<file path="config.mk">
export PLATFORM = sky130hd
export DESIGN_NAME = rounding_unit_fraction_rounder
export DESIGN_NICKNAME = d
export VERILOG_FILES = /design/src/rtl/rounding_unit_fraction_rounder.sv
export SDC_FILE = /design/constraint.sdc
export NUM_CORES = 1
export LEC_CHECK = 0
export ABC_AREA = 1
export CAP_MARGIN = 20
export CORE_ASPECT_RATIO = 1.25
export CORE_UTILIZATION = 41
export CTS_CLUSTER_DIAMETER = 100
export DETAILED_ROUTE_END_ITERATION = 7
export PLACE_DENSITY = 0.72
export RECOVER_POWER = 50
export SYNTH_ARGS = -nofsm -noshare
export SYNTH_HDL_FRONTEND = slang
export SYNTH_SLANG_ARGS = --single-unit
</file>
<file path="constraint.sdc">
create_clock -name clk -period 1.9 [get_ports clk]
set_input_delay 0.19 -clock clk [delete_from_list [all_inputs] [get_ports clk]]
set_output_delay 0.19 -clock clk [all_outputs]
set_load 0.01 [all_outputs]
</file>
<file path="src/rtl/rounding_unit_fraction_rounder.sv">
// Two-stage fraction rounder: truncates IN_WIDTH to OUT_WIDTH bits using one of five IEEE-style modes.
// Define ROUNDING_UNIT_INEXACT_FLAG_EN to produce the inexact flag; otherwise inexact is tied low.
module rounding_unit_fraction_rounder #(
  parameter int IN_WIDTH  = 49,
  parameter int OUT_WIDTH = 25
) (
  input  logic                 clk,
  input  logic                 reset,
  input  logic                 in_valid,
  output logic                 in_ready,
  input  logic [2:0]           rounding_mode,
  input  logic                 sign,
  input  logic [IN_WIDTH-1:0]  normalized_fraction,
  output logic                 out_valid,
  input  logic                 out_ready,
  output logic [OUT_WIDTH-1:0] rounded_fraction,
  output logic                 carry_out,
  output logic                 inexact
);

  localparam int STICKY_W = IN_WIDTH - OUT_WIDTH - 1;

  function automatic logic round_inc(input logic [2:0] mode, input logic sgn,
                                     input logic grd, input logic stk, input logic lsb);
    case (mode)
      3'b001:  return 1'b0;
      3'b010:  return sgn & (grd | stk);
      3'b011:  return ~sgn & (grd | stk);
      3'b100:  return grd;
      default: return grd & (stk | lsb);
    endcase
  endfunction

  logic [OUT_WIDTH-1:0] kept_p0;
  logic                 guard_p0;
  logic                 sticky_p0;
  logic                 inc_p0;

  logic                 vld_p1;
  logic [OUT_WIDTH-1:0] kept_p1;
  logic                 inc_p1;
  logic [OUT_WIDTH:0]   sum_p1;

  logic                 adv_p2;

  // stage 0: split operand into kept / guard / sticky and decide increment
  assign kept_p0   = normalized_fraction[IN_WIDTH-1 -: OUT_WIDTH];
  assign guard_p0  = normalized_fraction[STICKY_W];
  assign sticky_p0 = |normalized_fraction[STICKY_W-1:0];
  assign inc_p0    = round_inc(rounding_mode, sign, guard_p0, sticky_p0, kept_p0[0]);

  // Output stage advances when empty or being drained; input stage follows it.
  assign adv_p2   = ~out_valid | out_ready;
  assign in_ready = ~vld_p1 | adv_p2;

  // stage 1: registered kept bits and increment decision
  always_ff @(posedge clk or posedge reset) begin
    if (reset) begin
      vld_p1 <= 1'b0;
    end else if (in_ready) begin
      vld_p1 <= in_valid;
    end
  end

  always_ff @(posedge clk) begin
    if (in_ready && in_valid) begin
      kept_p1 <= kept_p0;
      inc_p1  <= inc_p0;
    end
  end

  assign sum_p1 = {1'b0, kept_p1} + (OUT_WIDTH+1)'(inc_p1);

  // stage 2: registered sum and carry, cleared on reset so outputs read zero
  always_ff @(posedge clk or posedge reset) begin
    if (reset) begin
      out_valid        <= 1'b0;
      rounded_fraction <= '0;
      carry_out        <= 1'b0;
    end else if (adv_p2) begin
      out_valid <= vld_p1;
      if (vld_p1) begin
        rounded_fraction <= sum_p1[OUT_WIDTH-1:0];
        carry_out        <= sum_p1[OUT_WIDTH];
      end
    end
  end

`ifdef ROUNDING_UNIT_INEXACT_FLAG_EN
  logic inexact_p1;

  always_ff @(posedge clk) begin
    if (in_ready && in_valid) begin
      inexact_p1 <= guard_p0 | sticky_p0;
    end
  end

  always_ff @(posedge clk or posedge reset) begin
    if (reset) begin
      inexact <= 1'b0;
    end else if (adv_p2 && vld_p1) begin
      inexact <= inexact_p1;
    end
  end
`else
  assign inexact = 1'b0;
`endif

endmodule

</file>
Yosys cells after proc, flatten, opt, wreduce, memory -nomap -nowiden
Index checks and enable logic that the tools add are counted.
Operators by class
  add/subtract/negate cells: 1
  eq/ne operators: 4
  multiplexer cells: 1
  bitwise logic cells: 10
  reductions and logical operators: 3
Operator list (count)
  $add 25x1->26: 1
  $reduce_or 23->1: 1
  $eq 3x2->1 const B: 2
  $or 1x1->1: 4
  $pmux 1 s4: 1
  $and 1x1->1: 3
  $eq 3x1->1 const B: 1
  $eq 3x3->1 const B: 1
  $not 1->1: 3
  $reduce_and 2->1: 1
  $logic_and 1x1->1: 1
Word-level totals
  register bits: 54
  input bits: 57
  output and inout port bits: 29
  word-level logic and storage cells: 25

Longest topological paths before layout
Gate-level depths: netlist (run 1).
  depth after elaboration: 4
  depth in mapped cells: 10
  depth with buffers taken out: 10

Worst setup path after synthesis (run 1)
No wires, ideal clock.
  kind: reg-to-reg
  start: register out_valid
  end: register inc_p1 (enable)
  setup time: 0.381 ns
  arrival: 1.202 ns
  required time: 1.519 ns
  slack: 0.317 ns
  cell stages (with the launch flop): 4
  buffers on the path: 0
  period minus slack after synthesis: 1.583 ns
  cell sequence: dfrtp_1 > nand3_1 > nand2_1 > inv_1
On the way
  longest elaborated chain between the ends: 4
RTL lines
  from (decl): RTL line 14  | output logic out_valid,
  from (signal assigned): RTL line 81  | out_valid <= vld_p1;
  $not 1->1: RTL line 53  | assign adv_p2 = ~out_valid | out_ready;
  $or 1x1->1: RTL line 53
  $or 1x1->1: RTL line 54  | assign in_ready = ~vld_p1 | adv_p2;
  via in_ready: RTL line 10  | output logic in_ready,
  $logic_and 1x1->1: RTL line 66  | if (in_ready && in_valid) begin
  to (signal assigned): RTL line 68  | inc_p1 <= inc_p0;
  to (decl): RTL line 41  | logic inc_p1;
The timed path passes the listed nets, and every way through them passes these cells.
A chain may end at the register's enable or synchronous reset.

Worst setup path after layout (run 1)
  start: register kept_p1[0]
  end: register rounded_fraction[14]
On the way
  longest elaborated chain between the ends: 1
RTL lines
  from (decl): RTL line 40  | logic [OUT_WIDTH-1:0] kept_p1;
  from (signal assigned): RTL line 67  | kept_p1 <= kept_p0;
  $add 25x1->26: RTL line 72  | assign sum_p1 = {1'b0, kept_p1} + (OUT_WIDTH+1)'(inc_p1);
  to (signal assigned): RTL line 83  | rounded_fraction <= sum_p1[OUT_WIDTH-1:0];
  to (decl): RTL line 16  | output logic [OUT_WIDTH-1:0] rounded_fraction,
No other way between the ends.

==> impl_metrics.py, run 1 <==
metrics = {
    "status": {
        "status": "complete, no violations",
    },
    "worst_setup_path": {
        "path_cells": "ha_1 -> ha_1 -> nand3_2 -> nor2_2 -> nand3_1 -> xnor2_1 -> nand2_1 -> nand2_1",
        "critPathCaptureType": "flop",
        "crit_buf_inv": 0,
        "cp.depth": 8,
        "arrival_ns": 1.93,
        "r2r_cells": 8,
        "crit_type": "reg2reg",
        "worstPathRequired_ns": 2.10,
        "critPathLaunchType": "flop",
        "crit_fanout": 5,
        "cp_top_family": "simple AND/OR/NAND/NOR gates",
        "slowest_delay_ns": 0.35,
        "slowest_stage": "edfxtp_1",
    },
    "placement": {
        "gp_congestion": 0.994,
        "placed_area_um2": 3650,
        "port_buffers": 84,
        "post-place-cells": 495,
        "dp_hpwl_mm": 4.98,
        "pre_cts_ws_ns": 0.192,
    },
    "timing": {
        "min_period_ns": 1.73,
        "rsz0062_at_grt": "false",
        "setup_tns_ns": 0,
        "setup_viol": 0,
        "fmax_mhz": 579,
        "worstMarginPinSlew_ns": 0.688,
        "timing.final.ws_setup_ns": 0.173,
        "slew_viol_final": 0,
        "period_share": 0.909,
        "fin_skew_ns": 0.00756,
        "finalHoldViolCount": 0,
        "relSlewSlack": 0.541,
    },
    "flow_run": {
        "drv_cap": 0,
    },
    "hold_path": {
        "min_path_cells": 3,
        "hold_path.class": "in2reg",
    },
    "synthesis": {
        "synth-main-ff-cell": "dfrtp_1",
        "syn_nets": 386,
        "synth_edf_count": 26,
        "ys_warn_count": 0,
        "yosysUniqueCellTypes": 24,
        "ys_ff_latch": 54,
        "async_flop_share": 0.519,
        "synth_area_per_cell_um2": 8.21,
        "netlist_area_um2": 2680,
        "synth_cells": 327,
        "yosysSeqAreaShare": 0.552,
    },
    "die": {
        "dieWidth_um": 74.4,
        "rows": 32,
        "initial_utilization": 0.430,
        "die_h_um": 92.5,
        "die_area_um2": 6880,
        "ios": 86,
        "core_um2": 6250,
    },
    "clock_tree": {
        "path_clk_slew_ns": 0.10,
        "htreeDepth": 2,
        "cts.sinks": 54,
        "max-clock-path-buffers": 2,
        "cts_buffers": 5,
        "cts_tree": "yes",
        "cts-root-buf": "clkbuf_8",
        "cts_setup_buffers": 0,
        "worst_skew_pair.late_latency_ns": 0.30,
        "hold_buffers": 0,
        "ctsResizeCount": 0,
    },
    "global_route": {
        "grt_max_degree": 29,
        "grt_pass1_vias": 2379,
        "grt-ovfl-total": 0,
        "track_usage": 0.195,
        "grt_pass1_wl_mm": 10.3,
        "antenna_found_initial": 0,
    },
    "detailed_routing": {
        "drt_first_pass_iters": 4,
        "drtIter0Drc": 98,
        "vias": 2362,
        "drc": 0,
        "drt-wirelength-per-cell_um": 12.0,
        "wl_mm": 6.05,
        "ant_nets": 0,
        "via_per_inst": 4.70,
    },
    "final_layout": {
        "drive_gt1_frac": 0.0622,
        "area_growth_pct": 38.7,
        "diodes": 0,
        "final_design_area_no_fill_um2": 3720,
        "layout.nets": 476,
        "nFillCells": 589,
        "final_cells": 503,
    },
    "power": {
        "switchingPower_uw": 889,
        "swShare": 0.291,
        "vdd_drop_max_mv": 0.407,
        "power_leakage_uw": 0.00159,
        "seq_power_share": 0.513,
        "power.total_uw": 3050,
        "internal_power_uw": 2160,
        "p_clk_frac": 0.210,
        "power.density_nw_per_um2": 820,
        "p_comb_frac": 0.277,
    },
}
[synthesized netlist by cell type, types with 2 or more instances]
cell	n	area share
inv_1	25	0.035
o21ai_1	2	0.0037
nand2_2	3	0.0070
nand2_1	125	0.17
edfxtp_1	26	0.29
xnor2_1	5	0.016
nand3_1	18	0.034
nor2_2	9	0.021
nor2_1	48	0.067
o21ai_0	11	0.021
nor3_1	4	0.0075
dfrtp_1	28	0.26
ha_1	2	0.0093
nand4_1	3	0.0070
clkbuf_1	3	0.0042
xor2_1	7	0.023
[routing by layer]
metal,vias up,part of all wire,wire length [um],GRT usage
met5,-,0,0,0
met4,0,0.034,204,0.0881
met3,16,0.049,296,0.0283
met2,87,0.50,3010,0.330
met1,1047,0.42,2540,0.240
li1,1212,-,-,-
[tightest hold or removal path, stage by stage]
cell and delay (ns):
clkdlybuf4s50_1 0.39, nand2_1 0.08, nand2_1 0.05
[layout make-up]
| type | count | area (um2) | share of cell area |
|---|---|---|---|
| clock buffer | 5 | 68.8 | 0.0185 |
| clock inverter | 3 | 26.3 | 0.00706 |
| inverter | 26 | 97.6 | 0.0262 |
| multi-input combinational | 242 | 1080 | 0.290 |
| sequential | 54 | 1480 | 0.398 |
| tap | 85 | 106 | 0.0286 |
| timing repair buffer | 88 | 862 | 0.232 |
[sequential cells by signal (all words and copies together) (netlist names)]
signal,cells
vld_p1,1
kept_p1,25
rounded_fraction,25
carry_out,1
inc_p1,1
out_valid,1
[final timing paths]
check | slack (ns) | start | to
min | 0.45 | in_valid | vld_p1
min in group asynchronous | 0.50 | reset | rounded_fraction[0]
max | 0.17 | kept_p1[0] | rounded_fraction[14]
min reg2reg | 0.48 | rounded_fraction[13] | rounded_fraction[13]
max reg2reg | 0.17 | kept_p1[0] | rounded_fraction[14]
max in group asynchronous | 0.96 | reset | rounded_fraction[9]
[cell usage in the layout (no fill, tap or decap), types with 2 or more instances in the layout]
cell type,synthesis,routed
edfxtp_1,26,26
ha_1,2,2
dlygate4sd3_1,0,27
nand2_2,3,3
xor2_1,7,7
o21ai_1,2,2
o21ai_0,11,11
xnor2_1,5,5
nand3_1,18,18
nor3_1,4,4
clkbuf_8,0,5
nor2_1,48,48
nand2_1,125,125
inv_1,25,25
nor2_2,9,9
clkbuf_2,0,2
dfrtp_1,28,28
nand4_1,3,3
clkdlybuf4s50_1,0,57
clkinv_4,0,3
[cells by family (layout without fill, tap and decap cells)]
logic type | Yosys count | in the layout | synth area share
other | 1 | 1 | 0.00140
and+or+nand+nor | 212 | 212 | 0.324
DFF | 54 | 54 | 0.552
adders and majority gates | 2 | 2 | 0.00932
xor gates and xnor gates | 12 | 12 | 0.0392
buffers and inverters | 31 | 122 | 0.0452
AOI/OAI and AO/OA | 15 | 15 | 0.0289
[power groups by stage]
| stage | sequential, uW | combinational (uW) | clock, uW |
|---|---|---|---|
| 6_report | 1570 | 844 | 642 |
| 5_1_grt | 1590 | 937 | 709 |
| 4_1_cts | 1570 | 879 | 673 |
| 3_5_place_dp | 1590 | 877 | 0 |
| 3_3_place_gp | 1580 | 863 | 0 |
| 2_1_floorplan | 1640 | 292 | 0 |
[metrics by stage]
stage / hold WS, ns / utilization
final: 0.446 / 0.596
after global routing: 0.491 / 0.596
after CTS: 0.240 / 0.600
after detailed placement: 0.465 / 0.584
after global placement: 0.464 / 0.584
after floorplan: 0.255 / -
(Power assumes the default switching activity.)
==> run 2, diff against run 1 <==
Settings changed: CTS_BUF_LIST set to sky130_fd_sc_hd__clkbuf_2.
Clock period 1.9 ns to 1.78 ns, I/O delays scaled along.
==> run 2 against run 1 <==
Against the previous run:
- combinational power grew 8.2%
- hold slack worse by 0.20 ns
- routed wire length rose by 4.3%
- via count is 0.51% higher
- power increased by 0.36%
- sequential power is 6% higher
- critical endpoint is now rounded_fraction[16]
- flip-flop and latch count unchanged
- fmax rose by 6.4%
- global-route usage grew 1.3 points
- largest cell class unchanged
- first-iteration DRC count up 12%
- cell area is 0.74% lower
- critical path type unchanged
- non-clock buffer count is 2 higher
==> impl_metrics.py, run 2 (synthesized netlist as in run 1, its figures left out) <==
metrics = {
    "detailed_routing": {
        "vias": 2374,
        "drc": 0,
        "drtIter0Drc": 110,
        "drt-wirelength-per-cell_um": 12.5,
        "wl_mm": 6.31,
        "ant_nets": 0,
        "via_per_inst": 4.70,
        "drt_first_pass_iters": 4,
    },
    "worst_setup_path": {
        "slowest_delay_ns": 0.41,
        "rr_startpoint": "kept_p1[0]",
        "critPathCaptureType": "flop",
        "worstPathRequired_ns": 2.18,
        "path_cells": "ha_1 -> ha_2 -> inv_1 -> nor2_2 -> nand2_2 -> nor2_2 -> xor2_1 -> nand2_1 -> nand2_1",
        "slowest_stage": "edfxtp_1",
        "startpoint": "kept_p1[0]",
        "arrival_ns": 2.02,
        "crit_type": "reg2reg",
        "crit_fanout": 5,
        "critPathLaunchType": "flop",
    },
    "power": {
        "p_clk_frac": 0.156,
        "power.total_uw": 3060,
        "seq_power_share": 0.546,
        "internal_power_uw": 2130,
        "vdd_drop_max_mv": 0.359,
        "p_comb_frac": 0.298,
        "power_leakage_uw": 0.00158,
        "power.density_nw_per_um2": 829,
        "swShare": 0.306,
        "switchingPower_uw": 936,
    },
    "placement": {
        "port_buffers": 84,
        "gp_congestion": 1.05,
        "dp_hpwl_mm": 5.14,
        "placed_area_um2": 3660,
    },
    "final_layout": {
        "layout.nets": 478,
        "final_common_cell": "nand2_1",
        "largestRegisters": "kept_p1 (25), rounded_fraction (25)",
        "final_design_area_no_fill_um2": 3700,
        "diodes": 0,
        "drive_gt1_frac": 0.0690,
        "area_growth_pct": 37.7,
        "nFillCells": 609,
        "layout_common_cells": "nand2_1, clkdlybuf4s50_1, nor2_1",
    },
    "timing": {
        "slew_viol_final": 0,
        "setup_viol": 0,
        "period_share": 0.912,
        "fmax_mhz": 616,
        "setup_tns_ns": 0,
        "rsz0062_at_grt": "false",
        "finalHoldViolCount": 0,
        "timing.hold.ws_ns": 0.246,
        "fin_skew_ns": 0.0220,
        "worstMarginPinSlew_ns": 0.723,
        "relSlewSlack": 0.518,
        "min_period_ns": 1.62,
    },
    "global_route": {
        "track_usage": 0.208,
        "grt_max_degree": 29,
        "grt_pass1_vias": 2410,
        "antenna_found_initial": 0,
        "grt_pass1_wl_mm": 10.8,
        "grt-ovfl-total": 0,
    },
    "die": {
        "ios": 86,
        "dieWidth_um": 74.4,
        "rows": 32,
        "die_area_um2": 6880,
        "core_um2": 6250,
        "initial_utilization": 0.430,
        "die_h_um": 92.5,
    },
    "clock_tree": {
        "hold_buffers": 0,
        "cts_tree": "yes",
        "worst_skew_pair.late_latency_ns": 0.44,
        "cts_buffers": 5,
        "path_clk_slew_ns": 0.27,
        "cts.sinks": 54,
        "htreeDepth": 2,
        "cts-root-buf": "clkbuf_2",
        "max-clock-path-buffers": 2,
    },
    "status": {
        "status": "complete, no violations",
    },
    "flow_run": {
        "drv_cap": 0,
    },
    "hold_path": {
        "hold_path.class": "in2reg",
        "min_from": "in_valid",
    },
}
[run 2: cell count changes in the layout (fill, tap and decap cells not counted), sizes merged]
cell	delta
buf	+2
clkdlybuf4s50	-1
clkinv	-1
clkinvlp	+1
dlygate4sd2	+1
[run 2: layout make-up]
cell class	instances	area, um2	share of cell area
clock buffers	5	25.0	0.00677
repair buffers	90	876	0.237
inverters	26	97.6	0.0264
well taps	85	106	0.0288
clock inverters	3	21.3	0.00575
multi-input cells	242	1090	0.295
flip-flops and latches	54	1480	0.401
[run 2: final timing paths]
| check | slack (ns) | to | cells past startpoint |
|---|---|---|---|
| worst max-delay path | 0.16 | rounded_fraction[16] | 9 |
| worst min-delay path | 0.25 | vld_p1 | 3 |
| worst max register to register | 0.16 | rounded_fraction[16] | 9 |
| worst min register to register | 0.52 | rounded_fraction[17] | 2 |
| max in group asynchronous | 0.99 | rounded_fraction[5] | 3 |
| min in group asynchronous | 0.33 | rounded_fraction[9] | 3 |
[run 2: timing repair]
item                       4_1_cts  5_1_grt
cloned                           0        0
setup buffers                    0        0
pin swaps                        0        0
setup endpoints to repair        1        2
resized for setup                1        2
[run 2: layer usage]
metal	share of wire	wire length [um]	track usage	vias up
met1	0.42	2680	0.256	1063
li1	-	-	-	1215
met5	0	0	0	-
met4	0.020	125	0.0770	0
met3	0.050	314	0.0446	8
met2	0.51	3190	0.350	88
[run 2: metrics by stage]
| step | worst slack (ns) | util | instances |
|---|---|---|---|
| finish | 0.156 | 0.592 | 505 |
| CTS | 0.0661 | 0.594 | 505 |
| global placement | 0.139 | 0.587 | 497 |
| floorplan | 0.197 | - | 327 |
| global route | 0.0405 | 0.592 | 505 |
| detailed placement | 0.0797 | 0.587 | 497 |
[run 2: critical path: cells and delay by family, from the launching register on]
kind	cells	cell delay [ns]
buffers and inverters	1	0.06
adder cells (fa/ha/maj)	2	0.47
XOR/XNOR	1	0.15
flip-flops	1	0.41
AND/OR/NAND/NOR	5	0.52
[run 2: power by group through the flow]
stage	registers (uW)	logic, uW	clock network [uW]
after global placement	1690	931	0
after detailed placement	1700	945	0
final	1670	913	478
after CTS	1670	945	509
after floorplan	1750	311	0
after global routing	1700	1020	544
==> run 3, diff against run 2 <==
Settings changed: ABC_CLOCK_PERIOD_IN_PS set to 1780.
==> results of run 3 <==
Same layout as run 2: the final DEF is identical, and so are final timing and power.
